**src/rtl/fmq_pkg.sv**
```systemverilog
`default_nettype none
// ============================================================================
//  Module      : fmq_pkg
//  Description : Shared definitions for the host command framer and its
//                consumers: opcode values, command field widths and the
//                framer state encoding.
//  Contents    : OP_* opcodes, CMD_ADDR_W / CMD_DATA_W, state_t,
//                is_header() helper.
//  Revision    : 1.0  initial release
// ============================================================================
package fmq_pkg;

  localparam logic [1:0] OP_SET_OFFSET = 2'b00;
  localparam logic [1:0] OP_RELOAD     = 2'b01;
  localparam logic [1:0] OP_QUERY      = 2'b10;
  localparam logic [1:0] OP_DAC        = 2'b11;

  localparam int CMD_ADDR_W = 7;
  localparam int CMD_DATA_W = 12;

  typedef enum logic [2:0] {
    ST_IDLE   = 3'd0,
    ST_B1     = 3'd1,
    ST_B2     = 3'd2,
    ST_DECODE = 3'd3,
    ST_ISSUE  = 3'd4,
    ST_REPLY  = 3'd5
  } state_t;

  // Header bytes are the only bytes with the top bit set.
  function automatic logic is_header(input logic [7:0] b);
    return b[7];
  endfunction

endpackage
`default_nettype wire

```
**src/rtl/uart_cmd_framer_tx_hold_reg.sv**
```systemverilog
`default_nettype none
// ============================================================================
//  Module      : tx_hold_reg
//  Description : One-entry stream holding register feeding the UART
//                transmitter. Two writers share it: the echo path and the
//                query-reply path; echo wins if both load together.
//                Writers only load when the entry is empty or draining.
//  Ports       : clk, rst (async, active-low)
//                i_echo_valid/i_echo_data  echo write
//                i_rep_valid/i_rep_data    reply write
//                o_tdata/o_tvalid/i_tready stream to transmitter
//                o_tvalid_nxt              occupancy after the coming edge
//  Revision    : 1.0  initial release
// ============================================================================
module tx_hold_reg (
  input  logic       clk,
  input  logic       rst,
  input  logic       i_echo_valid,
  input  logic [7:0] i_echo_data,
  input  logic       i_rep_valid,
  input  logic [7:0] i_rep_data,
  output logic [7:0] o_tdata,
  output logic       o_tvalid,
  input  logic       i_tready,
  output logic       o_tvalid_nxt
);

  logic [7:0] r_tdata;
  logic       r_tvalid;
  logic       w_load;

  assign w_load       = i_echo_valid | i_rep_valid;
  // Exported so the parent can register its rx-ready from the same value.
  assign o_tvalid_nxt = w_load | (r_tvalid & ~i_tready);

  always_ff @(posedge clk or negedge rst) begin
    if (!rst) begin
      r_tdata  <= 8'h00;
      r_tvalid <= 1'b0;
    end else begin
      r_tvalid <= o_tvalid_nxt;
      if (w_load) begin
        r_tdata <= i_echo_valid ? i_echo_data : i_rep_data;
      end
    end
  end

  assign o_tdata  = r_tdata;
  assign o_tvalid = r_tvalid;

endmodule
`default_nettype wire

```
**src/rtl/uart_cmd_framer.sv**
```systemverilog
`default_nettype none
// ============================================================================
//  Module      : uart_cmd_framer
//  Description : Frames 3-byte host commands from the UART rx stream,
//                echoes accepted bytes on the tx stream, answers the
//                output-count query locally and presents every other
//                command on a valid/ready port. Inter-byte timeout drops
//                partial frames; a saturating counter tallies errors.
//  Ports       : clk, rst (async, active-low)
//                s_rx_*      byte stream from the UART receiver
//                m_tx_*      byte stream to the UART transmitter
//                cmd_*       decoded command (op, addr, data)
//                frame_err_cnt  saturating error count
//                busy        framer is not idle
//  Revision    : 1.0  initial release
// ============================================================================
module uart_cmd_framer
  import fmq_pkg::*;
#(
  parameter int unsigned OUTPUTS        = 88,
  parameter int unsigned TIMEOUT_CYCLES = 50000,
  parameter int unsigned ECHO           = 1
) (
  input  logic                  clk,
  input  logic                  rst,
  input  logic [7:0]            s_rx_tdata,
  input  logic                  s_rx_tvalid,
  output logic                  s_rx_tready,
  output logic [7:0]            m_tx_tdata,
  output logic                  m_tx_tvalid,
  input  logic                  m_tx_tready,
  output logic                  cmd_valid,
  input  logic                  cmd_ready,
  output logic [1:0]            cmd_op,
  output logic [CMD_ADDR_W-1:0] cmd_addr,
  output logic [CMD_DATA_W-1:0] cmd_data,
  output logic [7:0]            frame_err_cnt,
  output logic                  busy
);

  localparam int TO_W = (TIMEOUT_CYCLES > 2) ? $clog2(TIMEOUT_CYCLES) : 1;
  localparam logic [TO_W-1:0] C_TO_LAST = TO_W'(TIMEOUT_CYCLES - 1);

  state_t                r_state;
  state_t                w_state_nxt;
  logic [6:0]            r_b0;
  logic [6:0]            r_b1;
  logic [6:0]            r_b2;
  logic [TO_W-1:0]       r_to_cnt;
  logic [7:0]            r_err;
  logic                  r_rx_ready;
  logic                  r_busy;
  logic                  r_cmd_valid;
  logic [1:0]            r_cmd_op;
  logic [CMD_ADDR_W-1:0] r_cmd_addr;
  logic [CMD_DATA_W-1:0] r_cmd_data;

  logic                  w_rx_hs;
  logic                  w_cmd_hs;
  logic                  w_hdr;
  logic                  w_in_frame;
  logic                  w_timeout;
  logic                  w_err;
  logic                  w_store_b0;
  logic                  w_store_b1;
  logic                  w_store_b2;
  logic                  w_issue;
  logic                  w_reply_load;
  logic                  w_echo_load;
  logic                  w_tx_valid_nxt;
  logic                  w_rx_state_ok;
  logic [1:0]            w_dec_op;
  logic [CMD_ADDR_W-1:0] w_dec_addr;
  logic [CMD_DATA_W-1:0] w_dec_data;
  logic                  w_addr_bad;

  assign w_rx_hs    = s_rx_tvalid & r_rx_ready;
  assign w_cmd_hs   = r_cmd_valid & cmd_ready;
  assign w_hdr      = is_header(s_rx_tdata);
  assign w_in_frame = (r_state == ST_B1) || (r_state == ST_B2);
  // A byte arriving on the expiry cycle takes precedence in the FSM below.
  assign w_timeout  = (TIMEOUT_CYCLES != 0) && w_in_frame && (r_to_cnt == C_TO_LAST);

  assign w_dec_op   = r_b0[6:5];
  assign w_dec_addr = {r_b0[4:0], r_b1[6:5]};
  assign w_dec_data = {r_b1[4:0], r_b2[6:0]};
  assign w_addr_bad = (w_dec_op == OP_SET_OFFSET) && (32'(w_dec_addr) >= OUTPUTS);

  always_comb begin
    w_state_nxt  = r_state;
    w_err        = 1'b0;
    w_store_b0   = 1'b0;
    w_store_b1   = 1'b0;
    w_store_b2   = 1'b0;
    w_issue      = 1'b0;
    w_reply_load = 1'b0;
    case (r_state)
      ST_IDLE: begin
        if (w_rx_hs) begin
          if (w_hdr) begin
            w_store_b0  = 1'b1;
            w_state_nxt = ST_B1;
          end else begin
            w_err = 1'b1;
          end
        end
      end
      ST_B1, ST_B2: begin
        if (w_rx_hs) begin
          if (w_hdr) begin
            // Unexpected header restarts the frame with this byte as b0.
            w_err       = 1'b1;
            w_store_b0  = 1'b1;
            w_state_nxt = ST_B1;
          end else if (r_state == ST_B1) begin
            w_store_b1  = 1'b1;
            w_state_nxt = ST_B2;
          end else begin
            w_store_b2  = 1'b1;
            w_state_nxt = ST_DECODE;
          end
        end else if (w_timeout) begin
          w_err       = 1'b1;
          w_state_nxt = ST_IDLE;
        end
      end
      ST_DECODE: begin
        if (w_dec_op == OP_QUERY) begin
          w_state_nxt = ST_REPLY;
        end else if (w_addr_bad) begin
          w_err       = 1'b1;
          w_state_nxt = ST_IDLE;
        end else begin
          w_issue     = 1'b1;
          w_state_nxt = ST_ISSUE;
        end
      end
      ST_ISSUE: begin
        if (w_cmd_hs) begin
          w_state_nxt = ST_IDLE;
        end
      end
      ST_REPLY: begin
        if (!m_tx_tvalid) begin
          w_reply_load = 1'b1;
          w_state_nxt  = ST_IDLE;
        end
      end
      default: w_state_nxt = ST_IDLE;
    endcase
  end

  assign w_echo_load   = (ECHO != 0) && w_rx_hs;
  assign w_rx_state_ok = (w_state_nxt == ST_IDLE) || (w_state_nxt == ST_B1) ||
                         (w_state_nxt == ST_B2);

  tx_hold_reg u_tx_hold (
    .clk          (clk),
    .rst          (rst),
    .i_echo_valid (w_echo_load),
    .i_echo_data  (s_rx_tdata),
    .i_rep_valid  (w_reply_load),
    .i_rep_data   (8'(OUTPUTS)),
    .o_tdata      (m_tx_tdata),
    .o_tvalid     (m_tx_tvalid),
    .i_tready     (m_tx_tready),
    .o_tvalid_nxt (w_tx_valid_nxt)
  );

  always_ff @(posedge clk or negedge rst) begin
    if (!rst) begin
      r_state     <= ST_IDLE;
      r_b0        <= 7'd0;
      r_b1        <= 7'd0;
      r_b2        <= 7'd0;
      r_to_cnt    <= '0;
      r_err       <= 8'd0;
      r_rx_ready  <= 1'b0;
      r_busy      <= 1'b0;
      r_cmd_valid <= 1'b0;
      r_cmd_op    <= 2'd0;
      r_cmd_addr  <= '0;
      r_cmd_data  <= '0;
    end else begin
      r_state <= w_state_nxt;
      r_busy  <= (w_state_nxt != ST_IDLE);
      // Ready is registered from next-cycle state and tx occupancy, so an
      // echo always drains before the following rx byte is taken.
      r_rx_ready <= w_rx_state_ok && ((ECHO == 0) || !w_tx_valid_nxt);

      if (w_store_b0) r_b0 <= s_rx_tdata[6:0];
      if (w_store_b1) r_b1 <= s_rx_tdata[6:0];
      if (w_store_b2) r_b2 <= s_rx_tdata[6:0];

      if ((TIMEOUT_CYCLES == 0) || w_rx_hs || !w_in_frame) begin
        r_to_cnt <= '0;
      end else begin
        r_to_cnt <= r_to_cnt + 1'b1;
      end

      if (w_err && (r_err != 8'hFF)) begin
        r_err <= r_err + 8'd1;
      end

      if (w_issue) begin
        r_cmd_valid <= 1'b1;
        r_cmd_op    <= w_dec_op;
        r_cmd_addr  <= w_dec_addr;
        r_cmd_data  <= w_dec_data;
      end else if (w_cmd_hs) begin
        r_cmd_valid <= 1'b0;
      end
    end
  end

  assign s_rx_tready   = r_rx_ready;
  assign cmd_valid     = r_cmd_valid;
  assign cmd_op        = r_cmd_op;
  assign cmd_addr      = r_cmd_addr;
  assign cmd_data      = r_cmd_data;
  assign frame_err_cnt = r_err;
  assign busy          = r_busy;

endmodule
`default_nettype wire
```
**config.mk**
```make
export PLATFORM = sky130hd
export DESIGN_NAME = uart_cmd_framer
export DESIGN_NICKNAME = d
export VERILOG_FILES = /design/src/rtl/fmq_pkg.sv /design/src/rtl/uart_cmd_framer_tx_hold_reg.sv /design/src/rtl/uart_cmd_framer.sv
export SDC_FILE = /design/constraint.sdc
export NUM_CORES = 1
export LEC_CHECK = 0
export ABC_AREA = 1
export CAP_MARGIN = 20
export CORE_MARGIN = 2
export CORE_UTILIZATION = 35
export DETAILED_ROUTE_END_ITERATION = 6
export DONT_BUFFER_PORTS = 1
export HOLD_SLACK_MARGIN = 0.1
export RECOVER_POWER = 50
export SETUP_SLACK_MARGIN = 0.15
export SYNTH_ARGS = -nofsm -noshare
export SYNTH_HDL_FRONTEND = slang
export SYNTH_SLANG_ARGS = --single-unit
```
**constraint.sdc**
```tcl
create_clock -name clk -period 2.8 [get_ports clk]
set_clock_uncertainty 0.05 [all_clocks]
set_input_delay 0.7 -clock clk [delete_from_list [all_inputs] [get_ports clk]]
set_output_delay 0.7 -clock clk [all_outputs]
set_load 0.05 [all_outputs]
```
==> results by group, run 1 <==
Clocking
  – Clk root buf: clkbuf_8
  – H-tree level count: 3
  – CTS Hold Bufs: 1
  – Clock Latency Late Sink: between 0.3 and 0.4 ns
  – CTS-repair resized insts: 0
  – Clk pin slew, worst setup/hold paths: roughly 0.090 ns
  – CTS buffer count: 9
  – Max Buffers Root-to-Sink: 2
  – CTS tree: done
  – Clock sinks: 81
  – Postcts setup bufs: 0

Routing
  – Vias: ~2,600
  – Drt first pass iters: 5
  – WL/cell: approximately 13 um
  – Residual DRC: 0
  – Vias/cell: about 4.6
  – 1st-iter DRT viols: approximately 130
  – Routed Antenna Nets: 0
  – DRT Wirelength: 7390 um

Synthesis
  – Post-synth EDFFs: 0
  – Distinct cells, synth: 33
  – Post-synthesis mux area share: 0
  – Mapped Cells: 412
  – Register area share after synthesis: 0.564
  – Mapped cell area: ~3600 um^2
  – Yosys top cell by area: dfrtp_1
  – Top post-synthesis cells by area: dfrtp_1 (56%), nand2_1 (10%), inv_1 (5.2%), o21ai_0 (4.0%), o21ai_1 (3.8%)
  – Post-Syn Area per Cell: slightly below 9 um^2
  – Yosys reg bits: 81
  – Compound-cell area share of the yosys netlist: 0.0988
  – XOR/XNOR share of the synthesized area: 0.0146
  – Main synth FF type: dfrtp_1
  – Async set or reset register ratio after synthesis: 1.00
  – Synth Net Count: between 400 and 500
  – Adder-Cell Fraction of Synth Area: 0.00696
  – Main combinational cell family by area after synthesis: simple AND/OR/NAND/NOR gates
  – Top-area cell type share of the netlist area: 0.564
  – YS warnings: 0
  – Simple-Gate Fraction of Synth Area: 0.243

Timing
  – Final min period: around 2.3 ns
  – Slack of the critical path: roughly 0.52 ns
  – Setup TNS: 0 ns
  – Final-report max-slew violation count: 82
  – Period utilisation layout: 0.813
  – RSZ-0062 raised after global routing: false
  – Fmax: around 440 MHz
  – Hold Vio Cnt, Final: 0
  – Setup-failing EPs final: 0
  – Relative slew margins: -0.300
  – Worst Tran Pin Value: between 1.5 and 2 ns
  – Hold_ws: between 0.3 and 0.4 ns

Setup path
  – R2r worst-path depth: 10
  – Arrival time of the worst setup path: 2.47 ns
  – Crit path kind: flip-flop to flip-flop
  – Required @ worst endpoint: about 3 ns
  – CP max FO: 9
  – CP endpoint kind: flip-flop
  – Worst setup SP type: flip-flop

Cells and area
  – Layout overhead on the synthesized area: 9.95%
  – Nets: about 440
  – Diode count: 0
  – Share of layout cells above drive strength 1: 0.115

Run status
  – Status: finished, violations left
  – Failing checks: max-capacitance violations, max-slew violations

Die
  – IO Pins: 54
  – Core footprint: 10,100 um^2
  – Initial core utilization: 0.355
  – DIE WIDTH: between 100 and 150 um
  – Die Height: approximately 110 um
  – Die ar.: around 11,000 um^2
  – Rows: 37

GRT
  – Antenna violations before repair: 0
  – First-pass GRT wire length: between 10,000 and 15,000 um
  – Grt total ovfl: 0
  – Vias in the first global route: approximately 2,600
  – GRT Util Overall: 0.147
  – Largest net degree at the start of global routing: 82

Pwr
  – Max VDD drop: between 0.0003 and 0.0004 V
  – P_leak: about 0.0019 uW
  – Pwr Density: 1010 nW/um^2
  – Final Power: between 3000 and 4000 uW

Placement
  – IO Port Bufs: 0
  – Detailed placer's ending HPWL: 5380 um
  – Gpl congestion: roughly 0.80
  – Pre-CTS setup slack: between 0.7 and 0.8 ns

Job
  – Max Cap Violations: 1

Hold path
  – Class of the worst hold path: primary input to flip-flop
  – Hold Path Cell Cnt: 1
==> metrics by stage <==
stage / instance area [um^2] / util / instances
2_1_floorplan: 3600 / - / 412
3_3_place_gp: 3770 / 0.372 / 546
3_5_place_dp: 3770 / 0.372 / 546
4_1_cts: 3990 / 0.393 / 563
5_1_grt: 3950 / 0.390 / 563
6_report: 3950 / 0.390 / 563
==> report_power, final <==
part           leakage, uW  total [uW]  switching [uW]  internal, uW
Clock            0.0000859         807             451           355
Combinational     0.000706         826             552           274
Sequential         0.00107        2360             859          1500
Total              0.00186        4000            1860          2130
==> worst max-delay path, cell delays in order (launching register included) <==
cell	delay [ns]
dfrtp_1	0.57
nand2_1	0.26
clkinvlp_2	0.42
nor2_8	0.31
nand3_4	0.10
nand2_2	0.09
nand2_4	0.07
nand2_8	0.09
nand2_4	0.09
nand2_1	0.08
nand2_1	0.06
==> cells in the final DEF, fill, tap and decap left out, types with 3 or more instances in the layout <==
| master | count |
|---|---|
| buf_4 | 4 |
| nor2_2 | 6 |
| nand4_1 | 5 |
| inv_1 | 51 |
| a21oi_1 | 8 |
| inv_6 | 3 |
| nor2_1 | 34 |
| clkbuf_8 | 10 |
| nand2_2 | 3 |
| nor3_1 | 8 |
| inv_2 | 9 |
| xnor2_1 | 4 |
| clkinvlp_4 | 3 |
| o21ai_0 | 36 |
| dfrtp_1 | 81 |
| nand3_1 | 21 |
| o21ai_1 | 20 |
| nand2_1 | 99 |
==> path summary, 6_finish.rpt <==
check,start,endpoint,slack (ns)
worst max-delay path,s_rx_tready,frame_err_cnt[5],0.52
max in group asynchronous,rst,u_tx_hold.o_tdata[4],0.70
worst max register to register,s_rx_tready,frame_err_cnt[5],0.52
min in group asynchronous,rst,r_b2[0],0.83
worst min-delay path,cmd_ready,cmd_valid,0.39
worst min register to register,r_to_cnt[0],r_to_cnt[0],0.42
==> cells in the mapped netlist (3+ instances only) <==
cell type	instances
nor2_2	6
o21ai_1	27
nor2_1	34
xnor2_1	4
nand4_1	5
a21oi_1	8
inv_1	50
nand2_2	3
inv_2	10
dfrtp_1	81
nand2_1	99
nor3_1	8
nand3_1	21
o21ai_0	29
buf_2	4
==> final cells by class <==
type	count	area (um^2)
clock buffers	10	138
clock inverters	6	48.8
fillers	1025	6180
inverters	61	230
multi-input cells	263	1300
flip-flops and latches	81	2030
well taps	136	170
repair buffers	6	40.0
==> cell families after synthesis <==
group	after synthesis
AND/OR/NAND/NOR	187
adder cells (fa/ha/maj)	2
flip-flops	81
XOR/XNOR	6
AO/OA/AOI/OAI	68
buffers and inverters	68
==> per-layer routing <==
metal	share of wire	vias up	routed length, um	track usage
met5	0	-	0	0
met4	0.013	0	99	0.0486
met3	0.067	9	498	0.0507
met2	0.49	60	3630	0.243
met1	0.43	1207	3160	0.178
li1	-	1331	-	-
==> registers in the layout (all words and copies together), names as in the netlist <==
signal,count
r_to_cnt,16
u_tx_hold.o_tvalid,1
r_state,3
cmd_addr,7
r_b0,7
r_b1,7
busy,1
cmd_data,12
cmd_op,2
frame_err_cnt,8
r_b2,7
cmd_valid,1
u_tx_hold.o_tdata,8
s_rx_tready,1
(Power assumes the default switching activity.)
==> inputs of run 2 (changes only) <==
==> constraint.sdc (replaced) <==
create_clock -name clk -period 2.3 [get_ports clk]
set_clock_uncertainty 0.05 [all_clocks]
set_input_delay 0.575 -clock clk [delete_from_list [all_inputs] [get_ports clk]]
set_output_delay 0.575 -clock clk [all_outputs]
set_load 0.05 [all_outputs]
==> run 2 against run 1 <==
  * The flow finishes with violations (negative hold slack)
  * Power up 29%
  * Global-route usage hardly changed
  * Largest cell class unchanged
  * Sequential power increased by 19%
  * Clock-buffer cell count fell by 1
  * Combinational power grew 33%
  * Largest power group unchanged
  * Critical endpoint is now r_b1[3]
  * Via count up 0.61%
  * Worst setup slack improved by 0.044 ns
  * Register-to-register slack improved by 0.04 ns
  * Sequential share of layout area fell by 0.99 points
==> results by group, run 2 (synthesized netlist as in run 1, its figures left out) <==
Timing
  – RSZ-0062 raised after global routing: false (unchanged)
  – Period utilisation layout: 0.753 (was 0.813)
  – Final min period: 1.73 ns (was 2.28 ns)
  – Hold Vio Cnt, Final: 81 (was 0)
  – Setup-failing EPs final: 0 (unchanged)
  – Setup TNS: 0 ns (unchanged)
  – Hold_ws: -0.146 ns (was 0.390 ns)
  – Final-report max-slew violation count: 0 (was 82)
  – Relative slew margins: 0.593 (was -0.300)
  – Fmax: 578 MHz (was 440 MHz)
  – Worst Tran Pin Value: 0.610 ns (was 1.95 ns)

Setup path
  – CP endpoint kind: flip-flop (unchanged)
  – FF-to-FF setup slack: 0.57 ns (was 0.52 ns)
  – Crit path kind: flip-flop to flip-flop (unchanged)
  – Worst setup SP type: flip-flop (unchanged)
  – Arrival time of the worst setup path: 1.89 ns (was 2.47 ns)
  – Required @ worst endpoint: 2.46 ns (was 2.99 ns)
  – R2r worst-path depth: 6 (was 10)
  – CP max FO: 14 (was 9)

Cells and area
  – # fillers: 1,014 (was 1,025)
  – Max reg flops: 16 (unchanged)
  – Layout overhead on the synthesized area: 12.1% (was 9.95%)
  – Diode count: 0 (unchanged)
  – Nets: 440 (was 437)
  – Most frequent cells in the layout: nand2_1 (99), dfrtp_1 (81), inv_1 (51), nor2_1 (34), o21ai_0 (32) (was nand2_1 (99), dfrtp_1 (81), inv_1 (51), o21ai_0 (36), nor2_1 (34))
  – Share of layout cells above drive strength 1: 0.117 (was 0.115)
  – Multi-input logic area: 1300 um^2 (unchanged)
  – Sequential Area: 2030 um^2 (unchanged)
  – Commonest non-fill, non-tap cell in the layout: nand2_1 (unchanged)
  – Top reg by flops: r_to_cnt (unchanged)

Clocking
  – Clock Latency Late Sink: 0.35 ns (about the same)
  – Postcts setup bufs: 0 (unchanged)
  – H-tree level count: 3 (unchanged)
  – CTS buffer count: 9 (unchanged)
  – Max Buffers Root-to-Sink: 2 (unchanged)
  – Clk pin slew, worst setup/hold paths: 0.08 ns (was 0.09 ns)
  – Clock sinks: 81 (unchanged)
  – CTS-repair resized insts: 0 (unchanged)
  – CTS tree: done (unchanged)
  – Clk root buf: clkbuf_8 (unchanged)

GRT
  – GRT Util Overall: 0.147 (about the same)
  – Vias in the first global route: 2,737 (was 2,606)
  – Largest net degree at the start of global routing: 82 (unchanged)
  – Grt total ovfl: 0 (unchanged)
  – First-pass GRT wire length: 13,000 um (was 12,900 um)
  – Antenna violations before repair: 0 (unchanged)

Die
  – Initial core utilization: 0.355 (unchanged)
  – IO Pins: 54 (unchanged)
  – Die Height: 105 um (unchanged)
  – Rows: 37 (unchanged)
  – DIE WIDTH: 105 um (unchanged)
  – Core footprint: 10,100 um^2 (unchanged)
  – Die ar.: 11,100 um^2 (unchanged)

Routing
  – Routed Antenna Nets: 0 (unchanged)
  – 1st-iter DRT viols: 112 (was 133)
  – Drt first pass iters: 4 (was 5)
  – Residual DRC: 0 (unchanged)
  – Vias/cell: 4.64 (was 4.63)
  – WL/cell: 13.2 um (was 13.1 um)
  – DRT Wirelength: 7440 um (was 7390 um)
  – Vias: 2,623 (was 2,607)

Pwr
  – Switching share of power: 0.435 (was 0.466)
  – Max VDD drop: 0.000448 V (was 0.000336 V)
  – Final Power: 5160 uW (was 4000 uW)
  – Int Pwr: 2920 uW (was 2130 uW)
  – Clock share of power: 0.243 (was 0.202)
  – Flop pwr share: 0.545 (was 0.591)
  – Pwr Density: 1280 nW/um^2 (was 1010 nW/um^2)
  – P_leak: 0.00191 uW (was 0.00186 uW)
  – Switch Pwr: 2240 uW (was 1860 uW)
  – Logic pwr share: 0.213 (was 0.207)

Run status
  – Failing checks: negative hold slack (was max-capacitance violations, max-slew violations)
  – Status: finished, violations left (unchanged)

Placement
  – IO Port Bufs: 0 (unchanged)
  – Gpl congestion: 0.769 (was 0.803)
  – Detailed placer's ending HPWL: 5430 um (was 5380 um)

Job
  – Max Cap Violations: 0 (was 1)

Hold path
  – Class of the worst hold path: primary input to asynchronous set/reset pin (was primary input to flip-flop)
[run 2: worst paths after layout]
kind,start,end
setup / recovery,s_rx_tready,r_b1[3]
hold / removal,rst,cmd_data[10]
setup reg to reg,s_rx_tready,r_b1[3]
hold reg to reg,r_to_cnt[0],r_to_cnt[0]
max in group asynchronous,rst,r_to_cnt[3]
min in group clk,cmd_ready,cmd_valid
[run 2: layout make-up]
cell class / instances / share of cell area
Tap cell: 136 / 0.0422
Sequential cell: 81 / 0.503
Inverter: 61 / 0.0574
Multi-Input combinational cell: 263 / 0.322
Timing Repair Buffer: 9 / 0.0158
Clock inverter: 6 / 0.0286
Clock buffer: 9 / 0.0307
[run 2: power by group through the flow]
stage          Sequential [uW]  Clock [uW]  Combinational (uW)
2_1_floorplan             2880           0                 741
3_3_place_gp              2840           0                1090
3_5_place_dp              2850           0                1120
4_1_cts                   2820        1290                1120
5_1_grt                   2870        1340                1270
6_report                  2810        1250                1100
[run 2: critical path: stages, from the launching register on]
cell and delay [ns]:
dfrtp_1 0.34, nand2_1 0.15, inv_4 0.17, nand2_1 0.08, nor2_1 0.14, clkbuf_1 0.47
o21ai_0 0.18
[run 2: through the flow]
stage,instances,setup WS (ns),instance area (um^2),util,hold WS [ns]
detailed placement,550,0.482,3800,0.375,0.231
global placement,550,0.502,3800,0.375,0.231
CTS,565,0.564,4040,0.398,-0.169
finish,565,0.568,4030,0.398,-0.146
floorplan,412,0.509,3600,-,0.229
global route,565,0.358,4030,0.398,-0.174
[run 2: per-layer routing]
layer | GRT usage | share of wire | vias up
li1 | - | - | 1334
met1 | 0.170 | 0.45 | 1227
met2 | 0.250 | 0.47 | 54
met3 | 0.0495 | 0.065 | 8
met4 | 0.0571 | 0.014 | 0
met5 | 0 | 0 | -
